==> config.mk <==
export PLATFORM = sky130hd
export DESIGN_NAME = pwm_capture
export DESIGN_NICKNAME = d
export VERILOG_FILES = /design/src/rtl/pwm_capture_pkg.sv /design/src/rtl/pwm_sync_edge.sv /design/src/rtl/pwm_capture.sv
export SDC_FILE = /design/constraint.sdc
export NUM_CORES = 1
export LEC_CHECK = 0
export CAP_MARGIN = 20
export CORE_MARGIN = 2
export CORE_UTILIZATION = 59
export CTS_CLUSTER_SIZE = 25
export DETAILED_ROUTE_END_ITERATION = 6
export GPL_TIMING_DRIVEN = 0
export HOLD_SLACK_MARGIN = 0.08
export PLACE_DENSITY_LB_ADDON = 0.1
export RECOVER_POWER = 100
export SLEW_MARGIN = 20
export SYNTH_ARGS = -nofsm -noshare
export SYNTH_HDL_FRONTEND = slang
export SYNTH_HIERARCHICAL = 1
export SYNTH_SLANG_ARGS = --single-unit
==> constraint.sdc <==
create_clock -name clk -period 5.1 [get_ports clk]
set_input_delay 1.275 -clock clk [delete_from_list [all_inputs] [get_ports clk]]
set_output_delay 1.275 -clock clk [all_outputs]
set_load 0.05 [all_outputs]
==> src/rtl/pwm_capture_pkg.sv <==
// Shared level/enable constants and a saturating-add helper for the PWM capture path.
package pwm_capture_pkg;

  localparam logic HIGH = 1'b1;
  localparam logic LOW  = 1'b0;
  localparam logic ON   = 1'b1;
  localparam logic OFF  = 1'b0;

  // Counters stop at the limit instead of wrapping, so a stalled input never aliases a short period.
  function automatic logic [31:0] sat_add(input logic [31:0] cnt,
                                          input logic [31:0] inc,
                                          input logic [31:0] lim);
    logic [31:0] sum;
    sum = cnt + inc;
    return (sum > lim) ? lim : sum;
  endfunction

endpackage

==> src/rtl/pwm_sync_edge.sv <==
// Two-flop synchronizer for an asynchronous input, plus a one-cycle rising-edge strobe
// taken from the synchronized level.
module pwm_sync_edge
  import pwm_capture_pkg::*;
(
  input  logic clk,
  input  logic rst,
  input  logic async_in,
  output logic sync_lvl,
  output logic rise
);

  logic s1;
  logic s2;
  logic s3;

  always_ff @(posedge clk) begin
    if (rst) begin
      s1 <= LOW;
      s2 <= LOW;
      s3 <= LOW;
    end else begin
      s1 <= async_in;
      s2 <= s1;
      s3 <= s2;
    end
  end

  assign sync_lvl = s2;
  assign rise     = s2 & ~s3;

endmodule

==> src/rtl/pwm_capture.sv <==
// Measures period and high time of an asynchronous PWM input in clk cycles and flags
// a stalled input (no rising edge within pTIMEOUT cycles) together with its stuck level.
module pwm_capture
  import pwm_capture_pkg::*;
#(
  parameter int pCNT_W   = 12,
  parameter int pTIMEOUT = 4000
)
(
  input  logic              clk,
  input  logic              rst,
  input  logic              en,
  input  logic              wave_in,
  output logic [pCNT_W-1:0] period,
  output logic [pCNT_W-1:0] high_time,
  output logic              valid,
  output logic              timeout,
  output logic              stuck_lvl
);

  localparam logic [pCNT_W-1:0] LIMIT = pCNT_W'(pTIMEOUT - 1);

  logic              sync_lvl;
  logic              rise;
  logic              active;
  logic              at_limit;
  logic              armed;
  logic [pCNT_W-1:0] per_cnt;
  logic [pCNT_W-1:0] hi_cnt;

  pwm_sync_edge u_sync (
    .clk      (clk),
    .rst      (rst),
    .async_in (wave_in),
    .sync_lvl (sync_lvl),
    .rise     (rise)
  );

  assign active   = (en == ON);
  assign at_limit = (per_cnt == LIMIT);

  // Both counters restart at 1 on a rise so the rise cycle itself belongs to the new period.
  always_ff @(posedge clk) begin
    if (rst || (en == OFF)) begin
      per_cnt <= '0;
      hi_cnt  <= '0;
    end else if (rise) begin
      per_cnt <= pCNT_W'(1);
      hi_cnt  <= pCNT_W'(1);
    end else begin
      per_cnt <= pCNT_W'(sat_add(32'(per_cnt), 32'd1, 32'(pTIMEOUT)));
      hi_cnt  <= pCNT_W'(sat_add(32'(hi_cnt), 32'(sync_lvl == HIGH), 32'(pTIMEOUT)));
    end
  end

  // The first rise after reset, enable or a timeout only opens a measurement window.
  always_ff @(posedge clk) begin
    if (rst || !active) begin
      armed <= 1'b0;
    end else if (rise) begin
      armed <= 1'b1;
    end else if (at_limit) begin
      armed <= 1'b0;
    end
  end

  always_ff @(posedge clk) begin
    if (rst) begin
      period    <= '0;
      high_time <= '0;
      valid     <= 1'b0;
    end else begin
      valid <= 1'b0;
      if (active && rise && armed) begin
        period    <= per_cnt;
        high_time <= hi_cnt;
        valid     <= 1'b1;
      end
    end
  end

  // A rise in the limit cycle takes priority, so a period of exactly pTIMEOUT-1 still measures.
  always_ff @(posedge clk) begin
    if (rst) begin
      timeout   <= 1'b0;
      stuck_lvl <= LOW;
    end else if (active) begin
      if (rise) begin
        timeout <= 1'b0;
      end else if (at_limit) begin
        timeout   <= 1'b1;
        stuck_lvl <= sync_lvl;
      end
    end
  end

endmodule

Word-level counts from Yosys, hierarchy flattened
Cells that the tools add are included.
{"block": "totals", "word_cells": 44, "regBits": 55, "output_inout_bits": 27}
{"block": "op_classes", "n_lt_le_gt_ge": 2, "reduce_logical": 11, "add_sub_neg": 2, "n_mux": 9, "n_eq_ne": 1, "bitwise_logic": 4}
{"operator": "13-bit by 12-bit > comparator with 1-bit output (second input constant)", "n": 2}
{"operator": "12-bit 2-to-1 mux", "n": 2}
{"operator": "12-bit by 1-bit adder with 13-bit output", "n": 1}
{"operator": "12-bit by 1-bit adder with 13-bit output (second input constant)", "n": 1}
{"operator": "12-bit equality test (second input constant)", "n": 1}
{"operator": "1-bit 2-to-1 mux", "n": 7}
{"operator": "3-bit OR reduction", "n": 2}
{"operator": "1-bit inverter", "n": 3}
{"operator": "3-bit AND reduction", "n": 1}
{"operator": "1-bit logical AND", "n": 2}
{"operator": "1-bit logical OR", "n": 2}
{"operator": "2-bit AND reduction", "n": 1}
{"operator": "2-bit nonzero test", "n": 1}
{"operator": "2-bit OR reduction", "n": 1}
{"operator": "1-bit AND", "n": 1}
{"operator": "1-bit zero test", "n": 1}

Longest topological paths before layout
Gate-level depths: netlist of the first run.
{"block": "depth", "depth_word": 5, "mapped_depth": 9, "ltp_nobuf": 8}

Modules after synthesis
The synthesis of the first run kept the hierarchy.
{"mod": "pwm_capture", "seq_area_each_um2": 1041.0, "n_inst": 1, "area_each_um2": 2546.2, "cells_per_inst": 307}
{"mod": "pwm_sync_edge", "seq_area_each_um2": 60.1, "n_inst": 1, "area_each_um2": 87.6, "cells_per_inst": 7}

Worst setup path after synthesis of the first run
No wires, ideal clock.
{"block": "synth_path", "path_type": "input port to flip-flop", "from": "in rst", "to": "reg per_cnt[11]", "t_required_ns": 4.965, "setup_time_ns": 0.135, "cell_stages": 6, "path_slack_ns": 2.600, "t_arrival_ns": 2.365, "path_cell_list": "clkbuf_1 nand2b_4 nand2b_1 buf_1 clkbuf_1 a21oi_1"}
{"block": "synth_between", "elab_chain_cells": 2}
{"element": "from (decl)", "line": "pwm_capture.sv:11", "text": "input logic rst,"}
{"element": "1-bit logical OR", "line": "pwm_capture.sv:44", "text": "if (rst || (en == OFF)) begin"}
{"element": "2-bit OR reduction (no source line)"}
{"element": "to (signal assigned)", "line": "pwm_capture.sv:48", "text": "per_cnt <= pCNT_W'(1);"}
{"element": "to (signal assigned)", "line": "pwm_capture.sv:51", "text": "per_cnt <= pCNT_W'(sat_add(32'(per_cnt), 32'd1, 32'(pTIMEOUT)));"}
{"element": "to (decl)", "line": "pwm_capture.sv:28", "text": "logic [pCNT_W-1:0] per_cnt;"}
Every way passes these cells.
A chain may end at the register's enable or synchronous reset.

Worst setup path in the final report of the first run
{"block": "layout_path", "from": "in rst", "to": "reg per_cnt[9]"}
The elaborated chain is that of the path after synthesis.

==> results, run 1 <==
- Once the clock tree was built, the resizer swapped 0 gates to a different size.
- In this run the horizontal extent of the chip is 70.8 um.
- Summing every instance area after synthesis gives approximately 2600 sq um.
- The number of nets at the end of the flow is ~360.
- The overall routed net length is 5830 um.
- Clock tree synthesis inserted a total of 5 buffers.
- The starting density of the core is 60.9%.
- The clock sink total is 55.
- The initial antenna violation count is 0.
- In the global route stage, met1 resource usage came out at approximately 32%.
- The final design utilization is between 70 and 80%.
- The detailed router placed roughly 2300 vias in this run.
- The slew of the pin with the lowest slew margin is 0.849 ns.
- The global-route wire length before repair is 9940 um.
- The endpoint arrival time on the critical path is about 3.6 ns.
- The share of the clock period used by the worst path after layout is 66.4%.
- Data on the critical path is required at its endpoint by 5.28 ns.
- The global routing's busiest layer is met2.
- The number of routed nets with antenna violations is 0.
- The worst-case headroom to the max-slew limit is 42.8%.
- The sequential share of the synthesized area is about two fifths.
- Based on the critical path, the design can be clocked at up to 295 MHz.
- In this run the worst path has a maximum fanout of 10.
- The floorplan core area is approximately 4300 sq um.
- Global routing consumed, on the met3 layer, approximately 4.3% of the routing resources.
- The most frequent cell after synthesis is sky130_fd_sc_hd__nand2_1.
- The type of the worst setup path is primary input to flip-flop.
- The number of buffers added to fix hold violations after cts is 0.
- Summed over its instances, the top area cell type makes up around two fifths of the synthesized netlist area.
- By count the netlist is led by sky130_fd_sc_hd__nand2_1, sky130_fd_sc_hd__dfxtp_1, sky130_fd_sc_hd__a21oi_1.
- The met2 usage is about two fifths.
- The number of warnings reported in the yosys synthesis log is 6.
- In the global route stage, overall resource usage came out at 24.6%.
- Setup violations remaining at the end of the flow were counted as 0.
- The count of max-cap constraint violations is 0.
- Synthesis handed over a netlist of around 310 instances.
- The summed negative setup slack over all endpoints is 0 ns.
- Detailed placement ended at an HPWL of roughly 4200 um.
- Compared with the post-synthesis result, the final layout area differs by 17.0%.
- Setup repair after global routing left no endpoint under its margin.
- Yosys mapped the design onto 50 distinct sky130hd cell types.
- The number of remaining DRC errors is 0.
- The worst hold path belongs to the class flip-flop to flip-flop.
- The synthesized design contains 55 register bits.
- The die area is 5010 sq um.
- The repair_antennas step left the layout with diodes totalling 0.
- The fraction of registers with async set/reset is 0%.
- Ranked by total cell area, the synthesized netlist is headed by sky130_fd_sc_hd__dfxtp_1, sky130_fd_sc_hd__nand2_1, sky130_fd_sc_hd__a21oi_1, sky130_fd_sc_hd__xor2_1, sky130_fd_sc_hd__xnor2_1.
- The H-tree generated during clock tree synthesis spans 2 levels.
- The clock-pin transition on the worst setup and hold timing paths is 0.09 ns.
- Counting flops with a built-in enable in the synthesized netlist gives 0.
- In the final routed layout, each cell accounts on average for ~14 um.
- The endpoint class of the critical path is a flip-flop.
- The number of nets in the synthesized netlist is 322.
- The y dimension of the die is around 71 um.
- The run finished with clean final reports.
- The number of hold violations in the final report came to 0.
- Entering global routing, the biggest net connects 16 pins.
- The kind of launch point of the worst setup path is a primary input.
- Dividing the detail-routed via count by the number of cells gives between 5 and 6.
- The total power per unit cell area is between 200 and 250 nW/um^2.
- The peak supply drop is 139 uV.
- The post-synthesis area per instance is roughly 8.4 sq um.
- The via count of the first global-routing pass is ~2100.
- At the end of routability-driven placement, the weighted congestion stood at between 0.8 and 0.9.
- Port buffering added 30 buffers.
- The ratio of cells with drive above 1 in the final layout is slightly below 9%.
- The first detailed-routing pass took 4 iterations.
- The clock passes through at most 2 buffers.
- The predominant post-synthesis flop cell is sky130_fd_sc_hd__dfxtp_1.
- The worst clock skew is around 0.0064 ns.
- The number of setup buffers added after CTS is 0.
- The design draws between 0.7 and 0.8 mW.
- 31 I/O pins were placed.
- At the later pin of the worst-skew pair, clock insertion delay measures 0.31 ns.
- The row count is 24.
- The clock period minus worst slack is around 3.4 ns.
- The total congestion overflow after global routing is 0.
- Summed over all cells, the static leakage comes to around 1.1 nW.
- The dominant cell type by area after synthesis is sky130_fd_sc_hd__dfxtp_1.
- For this block, the initial DRC count from the detailed router was 146.
- The count of pins over their slew limit is 0.
- In this run the clock root is driven by a sky130_fd_sc_hd__clkbuf_8.
- The CTS tree is yes.
-- cells by family after synthesis --
kind of cell,Yosys count,share of synthesized area [%]
AOI/OAI and AO/OA,66,15.8
xor gates and xnor gates,19,6.32
adders and majority gates,4,1.90
buffers and inverters,30,6.22
DFF,55,41.8
muxes,2,0.760
and+or+nand+nor,138,27.2
-- where the power goes --
part | switching [mW] | internal [mW] | leakage [nW]
registers | 0.00271 | 0.431 | 0.444
clock network | 0.136 | 0.124 | 0.0515
logic | 0.0135 | 0.00665 | 0.626
total | 0.152 | 0.562 | 1.12
-- flip-flops by register name (all words and copies together) (netlist names) --
signal / cells
high_time: 12
hi_cnt: 12
u_sync/s1: 1
period: 12
u_sync/s3: 1
stuck_lvl: 1
armed: 1
timeout: 1
u_sync/sync_lvl: 1
per_cnt: 12
valid: 1
-- cells in the final DEF, fill, tap and decap left out, types with 3 or more instances in the layout --
cell type,count
sky130_fd_sc_hd__o21ai_0,4
sky130_fd_sc_hd__dlygate4sd3_1,29
sky130_fd_sc_hd__and3_1,4
sky130_fd_sc_hd__a31oi_1,5
sky130_fd_sc_hd__a21oi_1,41
sky130_fd_sc_hd__nand3_1,15
sky130_fd_sc_hd__dfxtp_1,55
sky130_fd_sc_hd__nand4_1,8
sky130_fd_sc_hd__ha_1,4
sky130_fd_sc_hd__nand2_1,61
sky130_fd_sc_hd__nor2b_1,4
sky130_fd_sc_hd__nor2_1,14
sky130_fd_sc_hd__inv_1,7
sky130_fd_sc_hd__clkbuf_1,12
sky130_fd_sc_hd__xor2_1,10
sky130_fd_sc_hd__xnor2_1,9
sky130_fd_sc_hd__buf_4,7
sky130_fd_sc_hd__a211oi_1,5
sky130_fd_sc_hd__nor3_1,8
sky130_fd_sc_hd__clkbuf_8,7
sky130_fd_sc_hd__buf_6,3
sky130_fd_sc_hd__nand2b_1,3
-- metrics by stage --
step                      worst slack, ns  area, sq um  std cells  hold WS (ns)
after CTS                            1.88         3100        404         0.459
after floorplan                      2.60         2630        314         0.414
after global placement               1.58         3000        396         0.422
after global routing                 1.54         3080        404         0.478
final                                1.71         3080        404         0.455
after detailed placement             1.53         3000        396         0.446
-- critical path, cell delays in order --
cell	delay (ns)
sky130_fd_sc_hd__dlygate4sd3_1	0.59
sky130_fd_sc_hd__clkbuf_1	0.37
sky130_fd_sc_hd__nand2b_1	0.32
sky130_fd_sc_hd__nand2b_1	0.14
sky130_fd_sc_hd__clkbuf_1	0.38
sky130_fd_sc_hd__clkbuf_1	0.41
sky130_fd_sc_hd__a21oi_1	0.08
-- final cells by class --
type,count,area [sq um]
plain buffers,23,138
clock buffers,8,100
fillers,378,1240
inverters,7,26.3
multi-input cells,229,1350
flip-flops and latches,55,1100
well taps,52,65.1
repair buffers,30,300
-- final timing paths --
kind,start,depth (start not counted),slack (ns),to
worst max-delay path,rst,7,1.71,per_cnt[9]
worst min-delay path,period[9],2,0.45,period[9]
worst max register to register,u_sync/sync_lvl,8,2.19,hi_cnt[4]
worst min register to register,period[9],2,0.45,period[9]
-- layer usage --
layer  wire, um  vias to the layer above
li1           -                     1163
met1       2650                     1080
met2       2890                       54
met3        169                       11
met4        127                        0
met5          0                        -
No activity file was read; power rests on OpenSTA's default activity.
==> inputs of run 2 (changes only) <==
--- a/config.mk
+++ b/config.mk
@@ -7,7 +7,7 @@
 export LEC_CHECK = 0
 export CAP_MARGIN = 20
 export CORE_MARGIN = 2
-export CORE_UTILIZATION = 59
+export CORE_UTILIZATION = 55
 export CTS_CLUSTER_SIZE = 25
 export DETAILED_ROUTE_END_ITERATION = 6
 export GPL_TIMING_DRIVEN = 0
==> constraint.sdc (replaced) <==
create_clock -name clk -period 3.4 [get_ports clk]
set_input_delay 0.85 -clock clk [delete_from_list [all_inputs] [get_ports clk]]
set_output_delay 0.85 -clock clk [all_outputs]
set_load 0.05 [all_outputs]
==> run 2 against run 1 <==
- cell count rose by 0.50%
- worst hold slack improved by 0.0013 ns
- combinational power rose by 48%
- non-clock buffer count did not move
- worst setup slack got worse by 1.3 ns
- count of clock-buffer cells in the layout fell by 2
- first-iteration DRC count fell by 37%
- global-route usage fell by 1.2 points
- die area rose by 6.8%
- via count fell by 1.2%
- register-to-register slack got worse by 1.5 ns
- critical path type unchanged
- largest cell class unchanged
- largest power group unchanged
- highest routed layer unchanged
==> results, run 2 (synthesis results as in run 1) <==
- The global routing's busiest layer is met2.
- The number of inserted diodes is 0.
- The floorplan core area is 4660 sq um.
- The number of buffers added to fix hold violations after cts is 0.
- The worst hold path class is flip-flop to flip-flop.
- The slew of the pin with the lowest slew margin is ~1 ns.
- In this run the remaining antenna-violating nets after routing total 0.
- In the routed layout, each cell is associated on average with a via count of 5.62.
- The first TritonRoute pass finished after 4 iterations.
- After detailed routing, the average wire length per cell comes to 14.3 um.
- The largest stage delay on the critical path is around 0.60 ns.
- The worst setup path is launched from a primary input.
- On the final layout, the worst hold slack is roughly 0.46 ns.
- The total CTS buffers is 5.
- In the final timing run, aggregate negative setup slack is 0 ns.
- In this run switching power makes up roughly a quarter of total power.
- Post-CTS repair changed the size of 0 cells.
- The number of setup violations in the final report is 0.
- The internal power summed over all cells is 0.807 mW.
- The flow ran to the end, and the final reports show no timing, DRC or antenna violations.
- Row generation in the floorplan step produced 25 rows.
- In the layout the commonest cells are sky130_fd_sc_hd__nand2_1, sky130_fd_sc_hd__dfxtp_1, sky130_fd_sc_hd__a21oi_1.
- The count of max-cap constraint violations is 0.
- The met2 usage is 38.4%.
- The worst min-delay path startpoint is high_time[11].
- Static timing analysis puts the maximum clock frequency at between 300 and 400 MHz.
- After filler insertion, the fill cell instance count of the layout stands at about 450.
- For this run, the post-layout net count is between 300 and 400.
- In this run the tool buffered the top-level ports with 30 buffer cells.
- The total congestion overflow after global routing is 0.
- The clock tree synthesis step divided the H-tree into 2 levels.
- The synthesis-to-layout area growth is 16.0%.
- The worst-path maximum fanout is 10.
- For this run, global-route usage on met1 was measured as between 20 and 30%.
- The total power per unit cell area is between 300 and 400 nW/um^2.
- The total routing usage reported by global routing is a little under a quarter.
- The share of the clock period used by the worst path after layout is between 80 and 90%.
- The clock passes through at most 2 buffers.
- Among all stages on the critical path, the largest delay is contributed by sky130_fd_sc_hd__dlygate4sd3_1.
- In this design, the critical path's most frequently occurring cell is sky130_fd_sc_hd__clkbuf_1.
- The most common cell after layout, fill and taps aside is sky130_fd_sc_hd__nand2_1.
- The count of pins over their slew limit came to 0.
- IR analysis of the VDD net gives a maximum drop of between 150 and 200 uV.
- The final non-filler cell total is a little over 400.
- The worst clock skew is around 0.0063 ns.
- STA classifies the critical path endpoint as a flip-flop.
- At the later pin of the worst-skew pair, clock insertion delay measures a little over 0.3 ns.
- The switching component of the power is roughly 0.25 mW.
- The die covers 5360 sq um.
- The number of ports placed on the die boundary is 31.
- The clock group share of total power is a little over a third.
- For the worst setup path, the data required time is ~3.6 ns.
- The clock sink total is 55.
- The post-route netlist has roughly 8.0% of its cells at a drive strength greater than 1.
- The analysis attributes to cell leakage a power of about 1.1 nW.
- Counting tap cells, the placed design contains a total of about 400 instances.
- Setup repair after global routing left no endpoint under its margin.
- The type of the worst setup path is primary input to flip-flop.
- The worst pin sits at a relative slew slack of 34.5%.
- Together, buffers and inverters on the worst path number 4.
- CTS placed an instance of sky130_fd_sc_hd__clkbuf_8 at the clock tree root.
- The endpoint arrival time on the critical path is roughly 3.2 ns.
- On the critical path the largest part of the delay comes from buffers and inverters.
- Entering global routing, the biggest net connects 18 pins.
- The via count is between 2000 and 2500.
- After detailed routing, the number of remaining DRC violations is 0.
- After legalization and detailed placement, the total HPWL measured 4190 um.
- The initial antenna violation count is 0.
- For this block, the initial DRC count from the detailed router was between 90 and 100.
- At the end of routability-driven placement, the weighted congestion stood at approximately 0.88.
- The clock period minus worst slack is 2.99 ns.
- The met3 global-route usage is 4.83%.
- The number of hold violations in the final report is 0.
- The overall routed net length is a little under 6000 um.
- The multi-input combinational cells in the finished layout cover a total of about 1300 sq um.
- The width of the chip is ~73 um.
- The starting density of the core is 56.5%.
- Per report_power, the sequential group accounts for between 60% and 70% of the total.
- Of the total power, combinational logic draws around 2.8%.
- TritonCTS built the clock tree.
- The first global-routing pass estimated between 9000 and 10000 um of wire.
- In this run the worst setup path begins at rst.
- Summing all flip-flop and latch instances after layout gives about 1100 sq um.
- The via count of the first global-routing pass was between 2000 and 2500.
- In this run the critical register-to-register path is launched from u_sync/sync_lvl.
- The die is ~73 um tall.
- The signal on the critical path passes through dlygate4sd3_1 > clkbuf_1 > nand2b_1 > nand2b_1 > clkbuf_1 > clkbuf_1 > a21oi_1.
- Overall power consumption after layout is estimated at between 1 and 1.5 mW.
- After clock tree synthesis, the clock-pin slew on the worst setup and hold paths is approximately 0.10 ns.
- Post-CTS timing repair inserted 0 buffers for setup.
-- run 2: cell count changes in the layout (fill, tap and decap cells not counted), sizes merged --
cell and change:
clkbuf -2, clkinvlp +1, inv +1
-- run 2: layer usage --
metal	vias to the layer above	share of wire, %
met4	0	1.8
met2	54	50
met3	11	4.0
met1	1048	45
li1	1168	-
met5	-	0
-- run 2: layout make-up --
class / instances / share of cell area (%)
multi-input cells: 229 / 43.6
flip-flops and latches: 55 / 36.1
repair buffers: 30 / 9.83
plain buffers: 23 / 4.51
clock buffers: 6 / 2.38
well taps: 54 / 2.21
inverters: 7 / 0.860
clock inverters: 2 / 0.533
-- run 2: final timing paths --
path,end,slack [ns],cells after the start
worst max register to register,hi_cnt[6],0.66,9
worst min register to register,high_time[11],0.46,2
worst max-delay path,hi_cnt[9],0.41,7
worst min-delay path,high_time[11],0.46,2
-- run 2: per-stage QoR --
stage / util (%) / setup slack, ns / area (sq um)
2_1_floorplan: - / 1.33 / 2630
3_3_place_gp: 64.4 / 0.255 / 3000
3_5_place_dp: 64.4 / 0.275 / 3000
4_1_cts: 66.3 / 0.603 / 3090
5_1_grt: 65.5 / 0.227 / 3050
6_report: 65.5 / 0.405 / 3050
-- run 2: tightest hold or removal path: stages, from the launching register on --
cell and delay [ns]:
sky130_fd_sc_hd__dfxtp_1 0.32, sky130_fd_sc_hd__nand2_1 0.05, sky130_fd_sc_hd__a21oi_1 0.05
-- run 2: power groups by stage --
stage	logic, mW	clock network, mW	registers (mW)
2_1_floorplan	0.0203	0	0.665
3_3_place_gp	0.0311	0	0.666
3_5_place_dp	0.0312	0	0.666
4_1_cts	0.0314	0.379	0.651
5_1_grt	0.0336	0.399	0.652
6_report	0.0298	0.372	0.651
